`config.mk`:
```
export PLATFORM = sky130hd
export DESIGN_NAME = uart_frame_parser_flat
export DESIGN_NICKNAME = d
export VERILOG_FILES = /design/src/rtl/uart_frame_pkg.sv /design/src/rtl/uart_frame_parser_if.sv /design/src/rtl/uart_frame_buf.sv /design/src/rtl/uart_frame_parser.sv /design/src/flat_wrapper.sv
export SDC_FILE = /design/constraint.sdc
export NUM_CORES = 1
export LEC_CHECK = 0
export ABC_AREA = 0
export CAP_MARGIN = 20
export CORE_MARGIN = 1
export CORE_UTILIZATION = 25
export DETAILED_ROUTE_END_ITERATION = 12
export GPL_ROUTABILITY_DRIVEN = 1
export GPL_TIMING_DRIVEN = 0
export MAX_ROUTING_LAYER = met4
export PLACE_DENSITY = 0.49
export SYNTH_ARGS = -nofsm -noshare
export SYNTH_HDL_FRONTEND = slang
export SYNTH_HIERARCHICAL = 1
export SYNTH_SLANG_ARGS = --single-unit
export TNS_END_PERCENT = 30
```
`constraint.sdc`:
```
create_clock -name clk -period 8.3 [get_ports clk]
set_input_delay 2.49 -clock clk [delete_from_list [all_inputs] [get_ports clk]]
set_output_delay 2.49 -clock clk [all_outputs]
set_load 0.02 [all_outputs]
```
`src/rtl/uart_frame_pkg.sv`:
```
`default_nettype none
// ============================================================================
// Module   : uart_frame_pkg
// Purpose  : Shared types and constants for the UART frame parser.
//            Holds the parser state encoding, the err_code values, the
//            default sync byte, and a helper that sizes buffer addresses.
// Ports    : none (package)
// Revision : 1.0 - initial release
// ============================================================================
package uart_frame_pkg;

    // Parser states. DRAIN is the only state in which the output stream is live.
    typedef enum logic [2:0] {
        ST_IDLE    = 3'd0,
        ST_LEN     = 3'd1,
        ST_PAYLOAD = 3'd2,
        ST_CSUM    = 3'd3,
        ST_DRAIN   = 3'd4
    } state_t;

    // err_code values reported alongside err_valid.
    localparam logic [1:0] c_ERR_TIMEOUT = 2'b00;
    localparam logic [1:0] c_ERR_BAD_LEN = 2'b01;
    localparam logic [1:0] c_ERR_BAD_SUM = 2'b10;
    localparam logic [1:0] c_ERR_OVERRUN = 2'b11;

    // Frame start marker used when the instantiator does not override it.
    localparam logic [7:0] c_SYNC_BYTE_DEFAULT = 8'hA5;

    // Address width for a buffer of the given depth; never narrower than 1.
    function automatic int addr_width(input int depth);
        return (depth <= 2) ? 1 : $clog2(depth);
    endfunction

endpackage : uart_frame_pkg
`default_nettype wire

```
`src/rtl/uart_frame_parser_if.sv`:
```
`default_nettype none
// ============================================================================
// Module   : uart_frame_parser_if
// Purpose  : Bundles the byte-strobe input, the payload valid/ready stream
//            and the error strobe of the UART frame parser.
// Ports    : rx_data/rx_ready   - byte strobes from the UART receiver
//            out_data/out_valid/out_last/out_ready - payload byte stream
//            pkt_len            - length of the frame being drained
//            err_valid/err_code - one-cycle error report
// Modports : master - the parser side; slave - the surrounding logic.
// Revision : 1.0 - initial release
// ============================================================================
interface uart_frame_parser_if;
    logic [7:0] rx_data;
    logic       rx_ready;
    logic [7:0] out_data;
    logic       out_valid;
    logic       out_last;
    logic       out_ready;
    logic [7:0] pkt_len;
    logic       err_valid;
    logic [1:0] err_code;

    modport master (
        input  rx_data, rx_ready, out_ready,
        output out_data, out_valid, out_last, pkt_len, err_valid, err_code
    );

    modport slave (
        output rx_data, rx_ready, out_ready,
        input  out_data, out_valid, out_last, pkt_len, err_valid, err_code
    );
endinterface : uart_frame_parser_if
`default_nettype wire

```
`src/rtl/uart_frame_buf.sv`:
```
`default_nettype none
// ============================================================================
// Module   : uart_frame_buf
// Purpose  : Payload store for one frame. DEPTH x 8 register array with one
//            synchronous write port and one combinational read port.
//            Storage has no reset; contents are only read after being written.
// Ports    : clk      - system clock
//            wr_en    - write strobe
//            wr_addr  - write address
//            wr_data  - write byte
//            rd_addr  - read address
//            rd_data  - byte at rd_addr (combinational)
// Revision : 1.0 - initial release
// ============================================================================
module uart_frame_buf #(
    parameter int DEPTH  = 16,
    parameter int ADDR_W = 4
) (
    input  logic              clk,
    input  logic              wr_en,
    input  logic [ADDR_W-1:0] wr_addr,
    input  logic [7:0]        wr_data,
    input  logic [ADDR_W-1:0] rd_addr,
    output logic [7:0]        rd_data
);

    logic [7:0] r_mem [DEPTH];

    always_ff @(posedge clk) begin
        if (wr_en) begin
            r_mem[wr_addr] <= wr_data;
        end
    end

    assign rd_data = r_mem[rd_addr];

endmodule : uart_frame_buf
`default_nettype wire

```
`src/rtl/uart_frame_parser.sv`:
```
`default_nettype none
// ============================================================================
// Module   : uart_frame_parser
// Purpose  : Framing stage behind a UART receiver. Hunts for SYNC_BYTE,
//            collects a length-prefixed payload, checks the additive checksum
//            (LEN + sum of payload, mod 256) and releases good payloads on a
//            valid/ready byte stream. Bad frames raise a one-cycle err_valid.
// Ports    : clk      - system clock
//            reset_n  - asynchronous active-low reset
//            bus      - uart_frame_parser_if.master (rx strobes, output
//                       stream, pkt_len, error strobe)
// Config   : `define UART_FRAME_TIMEOUT_EN builds an inter-byte timeout
//            counter (TIMEOUT_CYCLES). Without it the parser waits forever
//            mid-frame and err_code 00 is never produced.
// Revision : 1.0 - initial release
// ============================================================================
module uart_frame_parser
    import uart_frame_pkg::*;
#(
    parameter logic [7:0] SYNC_BYTE      = c_SYNC_BYTE_DEFAULT,
    parameter int         MAX_LEN        = 16,
    parameter int         TIMEOUT_CYCLES = 110000
) (
    input  logic                clk,
    input  logic                reset_n,
    uart_frame_parser_if.master bus
);

    localparam int ADDR_W = addr_width(MAX_LEN);

    state_t      r_state,     w_state_nxt;
    logic [7:0]  r_sum,       w_sum_nxt;
    logic [7:0]  r_idx,       w_idx_nxt;
    logic [7:0]  r_rd_idx,    w_rd_idx_nxt;
    logic [7:0]  r_pkt_len,   w_pkt_len_nxt;
    logic [7:0]  r_out_data,  w_out_data_nxt;
    logic        r_out_valid, w_out_valid_nxt;
    logic        r_out_last,  w_out_last_nxt;
    logic        r_err_valid, w_err_valid_nxt;
    logic [1:0]  r_err_code,  w_err_code_nxt;

    logic              w_buf_we;
    logic [7:0]        w_buf_rdata;
    logic [7:0]        w_rd_idx_inc;
    logic [ADDR_W-1:0] w_rd_addr;
    logic              w_timeout;

    // ------------------------------------------------------------------
    // Payload buffer. The read address looks one byte ahead: in CSUM it
    // points at byte 0 so out_data is ready on entry to DRAIN; in DRAIN it
    // points at the byte that follows the one currently presented.
    // ------------------------------------------------------------------
    assign w_rd_idx_inc = r_rd_idx + 8'd1;
    assign w_rd_addr    = (r_state == ST_DRAIN) ? w_rd_idx_inc[ADDR_W-1:0] : '0;

    uart_frame_buf #(
        .DEPTH  (MAX_LEN),
        .ADDR_W (ADDR_W)
    ) u_buf (
        .clk     (clk),
        .wr_en   (w_buf_we),
        .wr_addr (r_idx[ADDR_W-1:0]),
        .wr_data (bus.rx_data),
        .rd_addr (w_rd_addr),
        .rd_data (w_buf_rdata)
    );

    // ------------------------------------------------------------------
    // Inter-byte timeout
    // ------------------------------------------------------------------
`ifdef UART_FRAME_TIMEOUT_EN
    localparam int TMO_W = (TIMEOUT_CYCLES > 2) ? $clog2(TIMEOUT_CYCLES) : 1;

    logic [TMO_W-1:0] r_tmo_cnt;
    logic             w_in_frame;

    assign w_in_frame = (r_state == ST_LEN) || (r_state == ST_PAYLOAD) ||
                        (r_state == ST_CSUM);
    assign w_timeout  = (r_tmo_cnt == TMO_W'(TIMEOUT_CYCLES - 1));

    // Cleared on every accepted byte and whenever the parser is (or is about
    // to be) outside the frame-collecting states.
    always_ff @(posedge clk or negedge reset_n) begin
        if (!reset_n) begin
            r_tmo_cnt <= '0;
        end else if (!w_in_frame || bus.rx_ready || w_timeout ||
                     (w_state_nxt == ST_IDLE)) begin
            r_tmo_cnt <= '0;
        end else begin
            r_tmo_cnt <= r_tmo_cnt + TMO_W'(1);
        end
    end
`else
    // No counter in this build; the parameter is kept only so every build
    // shares one instantiation template.
    localparam int c_timeout_unused = TIMEOUT_CYCLES;
    assign w_timeout = 1'b0;
`endif

    // ------------------------------------------------------------------
    // Next-state and datapath
    // ------------------------------------------------------------------
    always_comb begin
        w_state_nxt     = r_state;
        w_sum_nxt       = r_sum;
        w_idx_nxt       = r_idx;
        w_rd_idx_nxt    = r_rd_idx;
        w_pkt_len_nxt   = r_pkt_len;
        w_out_data_nxt  = r_out_data;
        w_out_valid_nxt = r_out_valid;
        w_out_last_nxt  = r_out_last;
        w_err_valid_nxt = 1'b0;
        w_err_code_nxt  = r_err_code;
        w_buf_we        = 1'b0;

        case (r_state)
            ST_IDLE: begin
                // Non-sync bytes are dropped without comment.
                if (bus.rx_ready && (bus.rx_data == SYNC_BYTE)) begin
                    w_state_nxt = ST_LEN;
                end
            end

            ST_LEN: begin
                if (bus.rx_ready) begin
                    if ((bus.rx_data == 8'd0) || (bus.rx_data > 8'(MAX_LEN))) begin
                        w_err_valid_nxt = 1'b1;
                        w_err_code_nxt  = c_ERR_BAD_LEN;
                        w_state_nxt     = ST_IDLE;
                    end else begin
                        w_pkt_len_nxt = bus.rx_data;
                        w_sum_nxt     = bus.rx_data;
                        w_idx_nxt     = 8'd0;
                        w_state_nxt   = ST_PAYLOAD;
                    end
                end else if (w_timeout) begin
                    w_err_valid_nxt = 1'b1;
                    w_err_code_nxt  = c_ERR_TIMEOUT;
                    w_state_nxt     = ST_IDLE;
                end
            end

            ST_PAYLOAD: begin
                if (bus.rx_ready) begin
                    w_buf_we  = 1'b1;
                    w_sum_nxt = r_sum + bus.rx_data;
                    w_idx_nxt = r_idx + 8'd1;
                    if (r_idx == (r_pkt_len - 8'd1)) begin
                        w_state_nxt = ST_CSUM;
                    end
                end else if (w_timeout) begin
                    w_err_valid_nxt = 1'b1;
                    w_err_code_nxt  = c_ERR_TIMEOUT;
                    w_state_nxt     = ST_IDLE;
                end
            end

            ST_CSUM: begin
                if (bus.rx_ready) begin
                    if (bus.rx_data == r_sum) begin
                        // Present byte 0 in the very next cycle.
                        w_rd_idx_nxt    = 8'd0;
                        w_out_valid_nxt = 1'b1;
                        w_out_data_nxt  = w_buf_rdata;
                        w_out_last_nxt  = (r_pkt_len == 8'd1);
                        w_state_nxt     = ST_DRAIN;
                    end else begin
                        w_err_valid_nxt = 1'b1;
                        w_err_code_nxt  = c_ERR_BAD_SUM;
                        w_state_nxt     = ST_IDLE;
                    end
                end else if (w_timeout) begin
                    w_err_valid_nxt = 1'b1;
                    w_err_code_nxt  = c_ERR_TIMEOUT;
                    w_state_nxt     = ST_IDLE;
                end
            end

            ST_DRAIN: begin
                // The receiver cannot be stalled, so a byte arriving now is
                // lost; report it but leave the output stream untouched.
                if (bus.rx_ready) begin
                    w_err_valid_nxt = 1'b1;
                    w_err_code_nxt  = c_ERR_OVERRUN;
                end
                if (r_out_valid && bus.out_ready) begin
                    if (r_out_last) begin
                        w_out_valid_nxt = 1'b0;
                        w_out_last_nxt  = 1'b0;
                        w_state_nxt     = ST_IDLE;
                    end else begin
                        w_rd_idx_nxt   = w_rd_idx_inc;
                        w_out_data_nxt = w_buf_rdata;
                        w_out_last_nxt = (w_rd_idx_inc == (r_pkt_len - 8'd1));
                    end
                end
            end

            default: begin
                w_state_nxt = ST_IDLE;
            end
        endcase
    end

    // ------------------------------------------------------------------
    // State and output registers
    // ------------------------------------------------------------------
    always_ff @(posedge clk or negedge reset_n) begin
        if (!reset_n) begin
            r_state     <= ST_IDLE;
            r_sum       <= 8'd0;
            r_idx       <= 8'd0;
            r_rd_idx    <= 8'd0;
            r_pkt_len   <= 8'd0;
            r_out_data  <= 8'd0;
            r_out_valid <= 1'b0;
            r_out_last  <= 1'b0;
            r_err_valid <= 1'b0;
            r_err_code  <= 2'b00;
        end else begin
            r_state     <= w_state_nxt;
            r_sum       <= w_sum_nxt;
            r_idx       <= w_idx_nxt;
            r_rd_idx    <= w_rd_idx_nxt;
            r_pkt_len   <= w_pkt_len_nxt;
            r_out_data  <= w_out_data_nxt;
            r_out_valid <= w_out_valid_nxt;
            r_out_last  <= w_out_last_nxt;
            r_err_valid <= w_err_valid_nxt;
            r_err_code  <= w_err_code_nxt;
        end
    end

    assign bus.out_data  = r_out_data;
    assign bus.out_valid = r_out_valid;
    assign bus.out_last  = r_out_last;
    assign bus.pkt_len   = r_pkt_len;
    assign bus.err_valid = r_err_valid;
    assign bus.err_code  = r_err_code;

endmodule : uart_frame_parser
`default_nettype wire

```
`src/flat_wrapper.sv`:
```
// flat-port wrapper written by rule: the top's interface ports become plain ports
module uart_frame_parser_flat import uart_frame_pkg::*;
#(
    parameter logic [7:0] SYNC_BYTE      = c_SYNC_BYTE_DEFAULT,
    parameter int         MAX_LEN        = 16,
    parameter int         TIMEOUT_CYCLES = 110000
)
  (clk, reset_n, bus_rx_data, bus_rx_ready, bus_out_ready, bus_out_data, bus_out_valid, bus_out_last, bus_pkt_len, bus_err_valid, bus_err_code);
  uart_frame_parser_if bus_i ();
  input  logic clk;
  input  logic reset_n;
  input wire logic [$bits(bus_i.rx_data)-1:0] bus_rx_data;
  input wire logic [$bits(bus_i.rx_ready)-1:0] bus_rx_ready;
  input wire logic [$bits(bus_i.out_ready)-1:0] bus_out_ready;
  output wire logic [$bits(bus_i.out_data)-1:0] bus_out_data;
  output wire logic [$bits(bus_i.out_valid)-1:0] bus_out_valid;
  output wire logic [$bits(bus_i.out_last)-1:0] bus_out_last;
  output wire logic [$bits(bus_i.pkt_len)-1:0] bus_pkt_len;
  output wire logic [$bits(bus_i.err_valid)-1:0] bus_err_valid;
  output wire logic [$bits(bus_i.err_code)-1:0] bus_err_code;
  assign bus_i.rx_data = bus_rx_data;
  assign bus_i.rx_ready = bus_rx_ready;
  assign bus_i.out_ready = bus_out_ready;
  assign bus_out_data = bus_i.out_data;
  assign bus_out_valid = bus_i.out_valid;
  assign bus_out_last = bus_i.out_last;
  assign bus_pkt_len = bus_i.pkt_len;
  assign bus_err_valid = bus_i.err_valid;
  assign bus_err_code = bus_i.err_code;
  uart_frame_parser #(.SYNC_BYTE(SYNC_BYTE), .MAX_LEN(MAX_LEN), .TIMEOUT_CYCLES(TIMEOUT_CYCLES)) u_core (.clk(clk), .reset_n(reset_n), .bus(bus_i));
endmodule
```
==> results_dict.tcl <==
set metrics [dict create \
    status "finished clean" \
    die_x_um 180.0 \
    crit_path_start "bus_rx_data[0]" \
    cts_setup_buffers 0 \
    cts_buffer_depth 2 \
    track_usage_pct 12.36 \
    fin_skew_ns 0.008215 \
    reg2reg_from "u_core/r_state[0]$_DFFE_PN0P_" \
    end_kind "flip-flop" \
    postCtsResizedCells 0 \
    avgSynthCellArea_um2 14.54 \
    synth.distinct_cells 65 \
    initial_utilization_pct 25.63 \
    routed_wl_mm 18.54 \
    fmax_mhz 173.7 \
    slowest_delay_ns 1.13 \
    rows 64 \
    maxSlewViolCount 0 \
    crit_path_start_kind "input pin" \
    nFillCells 3060 \
    cts_root_buf "clkbuf_16" \
    cts_tree "yes" \
    hp-start "u_core/bus.out_data[1]$_DFFE_PN0P_" \
    cts_buffers 17 \
    dpl.hpwl_mm 12.85 \
    critPathMaxFanout 21 \
    cellLeakagePower_nw 3.300 \
    ys.flop_type "edfxtp_1" \
    tns_ns 0 \
    htreeDepth 4 \
    drive_above_1_share_pct 13.87 \
    drt_iter0_drc 451 \
    die_y_um 180.0 \
    setup_viol 0 \
    syn_inst 545 \
    clkLatencyLatePin_ns 0.43 \
    final_cell_mix "128 x edfxtp_1, 66 x nand2_1, 48 x dfrtp_1, 38 x nor2_1, 32 x o21ai_0" \
    cp_slowest_cell "clkdlybuf4s50_1" \
    ys_seq_area_share_pct 63.68 \
    crit_chain "clkdlybuf4s50_1, ha_1, or4_4, nor4b_1, o21ai_1, a21o_1, o21ai_0, o31ai_1" \
    final_cells 1009 \
    synth_nets 569 \
    wire_per_inst_um 18.37 \
    drv_cap 0 \
    drt-vias-per-instance 4.777 \
    worstMarginPinSlew_ns 0.9978 \
    die_area_mm2 0.03241 \
    postCtsHoldBufs 0 \
    grt_pass1_vias 5014 \
    via_count 4820 \
    place_congestion 0.7637 \
    numPortBuffers 31 \
    numPlacedInstances 977 \
    drc_errors 0 \
    coreArea_mm2 0.03091 \
    utilization_pct 30.38 \
    cts_sinks 176 \
    async_reset_ff_share_pct 27.27 \
    timing.final.crit_share_pct 69.34 \
    crit_arrival_ns 6.07 \
    min_period_ns 5.755 \
    ir_worst_vdd_mv 0.1222 \
    grt.overflow.total 0 \
    hold_class "reg -> reg" \
    synth_seq_cells 176 \
    nets 624 \
    hold_viol 0 \
    syn_to_final_growth_pct 18.53 \
    ant_nets 0 \
    clk_pin_slew_ns 0.07 \
    antenna_found_initial 0 \
    worstSetupPathType "in -> reg" \
    netlist_area_mm2 0.007923 \
    grt_pass1_wl_mm 29.51 \
    rsz0062_at_grt "no" \
    antennaDiodeCount 0 \
    final_common_cell "edfxtp_1" \
    first_pass_iters 5 \
    grt_max_degree 31 \
    power.density_mw_per_mm2 239.2 \
    crit_required_ns 8.61 \
    relSlewSlack_pct 33.27 \
    yosys_warnings 6 \
    io_pins 33 \
    synth_edf_count 128 \
]
## sequential cells by signal (all words and copies together), names as in the netlist
name,flops
u_core/bus.pkt_len,8
u_core/bus.err_valid,1
u_core/r_state,3
u_core/bus.out_last,1
u_core/r_idx,8
u_core/r_rd_idx,8
u_core/bus.err_code,2
u_core/u_buf/r_mem,128
u_core/r_sum,8
u_core/bus.out_valid,1
u_core/bus.out_data,8
## final timing paths
| path | slack [ns] | to | cells after the start |
|---|---|---|---|
| worst min-delay path | 0.48 | u_core/bus.out_data[1]$_DFFE_PN0P_ | 2 |
| worst max-delay path | 2.54 | u_core/r_rd_idx[5]$_DFFE_PN0P_ | 8 |
| worst max register to register | 4.99 | u_core/u_buf/r_mem[0][0]$_DFFE_PP_ | 8 |
| max in group asynchronous | 5.77 | u_core/bus.pkt_len[0]$_DFFE_PN0P_ | 2 |
| min in group asynchronous | 2.00 | u_core/bus.out_valid$_DFFE_PN0P_ | 1 |
| worst min register to register | 0.48 | u_core/bus.out_data[1]$_DFFE_PN0P_ | 2 |
## cell type report
cell class	count	area, um^2	share of cell area, %
Sequential cell	176	5045	53.72
Clock inverter	15	193.9	2.065
Buffer	17	120.1	1.279
Multi-Input combinational cell	339	2709	28.85
Inverter	13	48.80	0.5197
Clock buffer	17	425.4	4.530
Tap cell	396	495.5	5.276
Timing Repair Buffer	36	352.8	3.757
## critical path: cells and delay by family
family / cells / cell delay [ns]
fa+ha+maj: 1 / 0.39
buf+inv: 1 / 1.13
compound gates: 4 / 0.93
simple gates: 2 / 1.13
## Yosys cell counts, drive strengths merged, types with 3 or more instances
| cell type | number | area (um^2) |
|---|---|---|
| ha | 11 | 137.6 |
| nand2b | 4 | 25.02 |
| nand4 | 6 | 43.79 |
| edfxtp | 128 | 3844 |
| o21ai | 36 | 195.2 |
| xor2 | 12 | 105.1 |
| a21o | 3 | 23.77 |
| inv | 12 | 45.04 |
| a211oi | 3 | 22.52 |
| nor3 | 8 | 45.04 |
| nor2 | 38 | 142.6 |
| nand3 | 4 | 20.02 |
| nand2 | 66 | 247.7 |
| nor4 | 5 | 31.28 |
| a31oi | 3 | 18.77 |
| and3 | 7 | 43.79 |
| xnor2 | 20 | 175.2 |
| a22oi | 17 | 127.6 |
| or3 | 3 | 18.77 |
| mux4 | 32 | 773.2 |
| mux2 | 6 | 75.07 |
| buf | 8 | 67.56 |
| clkbuf | 6 | 22.52 |
| nor3b | 5 | 48.80 |
| dfrtp | 48 | 1201 |
| nor2b | 6 | 37.54 |
| nand3b | 4 | 30.03 |
| clkdlybuf4s25 | 3 | 30.03 |
| a21oi | 10 | 61.31 |
| and2 | 6 | 38.79 |
## per-stage QoR
| step | cell area (um^2) | total power, mW | setup WS (ns) | hold WS, ns |
|---|---|---|---|---|
| 2_1_floorplan | 7923 | 1.331 | 3.662 | 0.4538 |
| 5_1_grt | 9390 | 2.357 | 2.316 | 0.5008 |
| 3_5_place_dp | 8771 | 1.464 | 2.101 | 0.4690 |
| 3_3_place_gp | 8728 | 1.448 | 2.143 | 0.4643 |
| 4_1_cts | 9390 | 2.274 | 2.563 | 0.4864 |
| 6_report | 9390 | 2.246 | 2.545 | 0.4829 |
## power breakdown
part	internal, mW	switching (mW)	leakage (nW)
logic	0.182	0.229	1.21
registers	0.983	0.0457	1.79
clock network	0.411	0.395	0.292
## kinds of logic after synthesis
logic type / count (synthesis) / synth area share (%)
compound gates: 84 / 6.933
buf+inv: 30 / 2.132
flops: 176 / 63.68
fa+ha+maj: 12 / 1.990
xor+xnor: 32 / 3.538
simple gates: 171 / 10.77
mux: 40 / 10.96
## layer usage
layer  global-route usage (%)  part of all wire (%)  up-vias
li1                         -                     -     2190
met1                    16.50                    48     2509
met2                    19.38                    48      102
met3                    1.819                   2.9       19
met4                    3.897                   1.4        0
met5                        -                     0        -
Note: power is estimated with default switching activity, not from simulation.
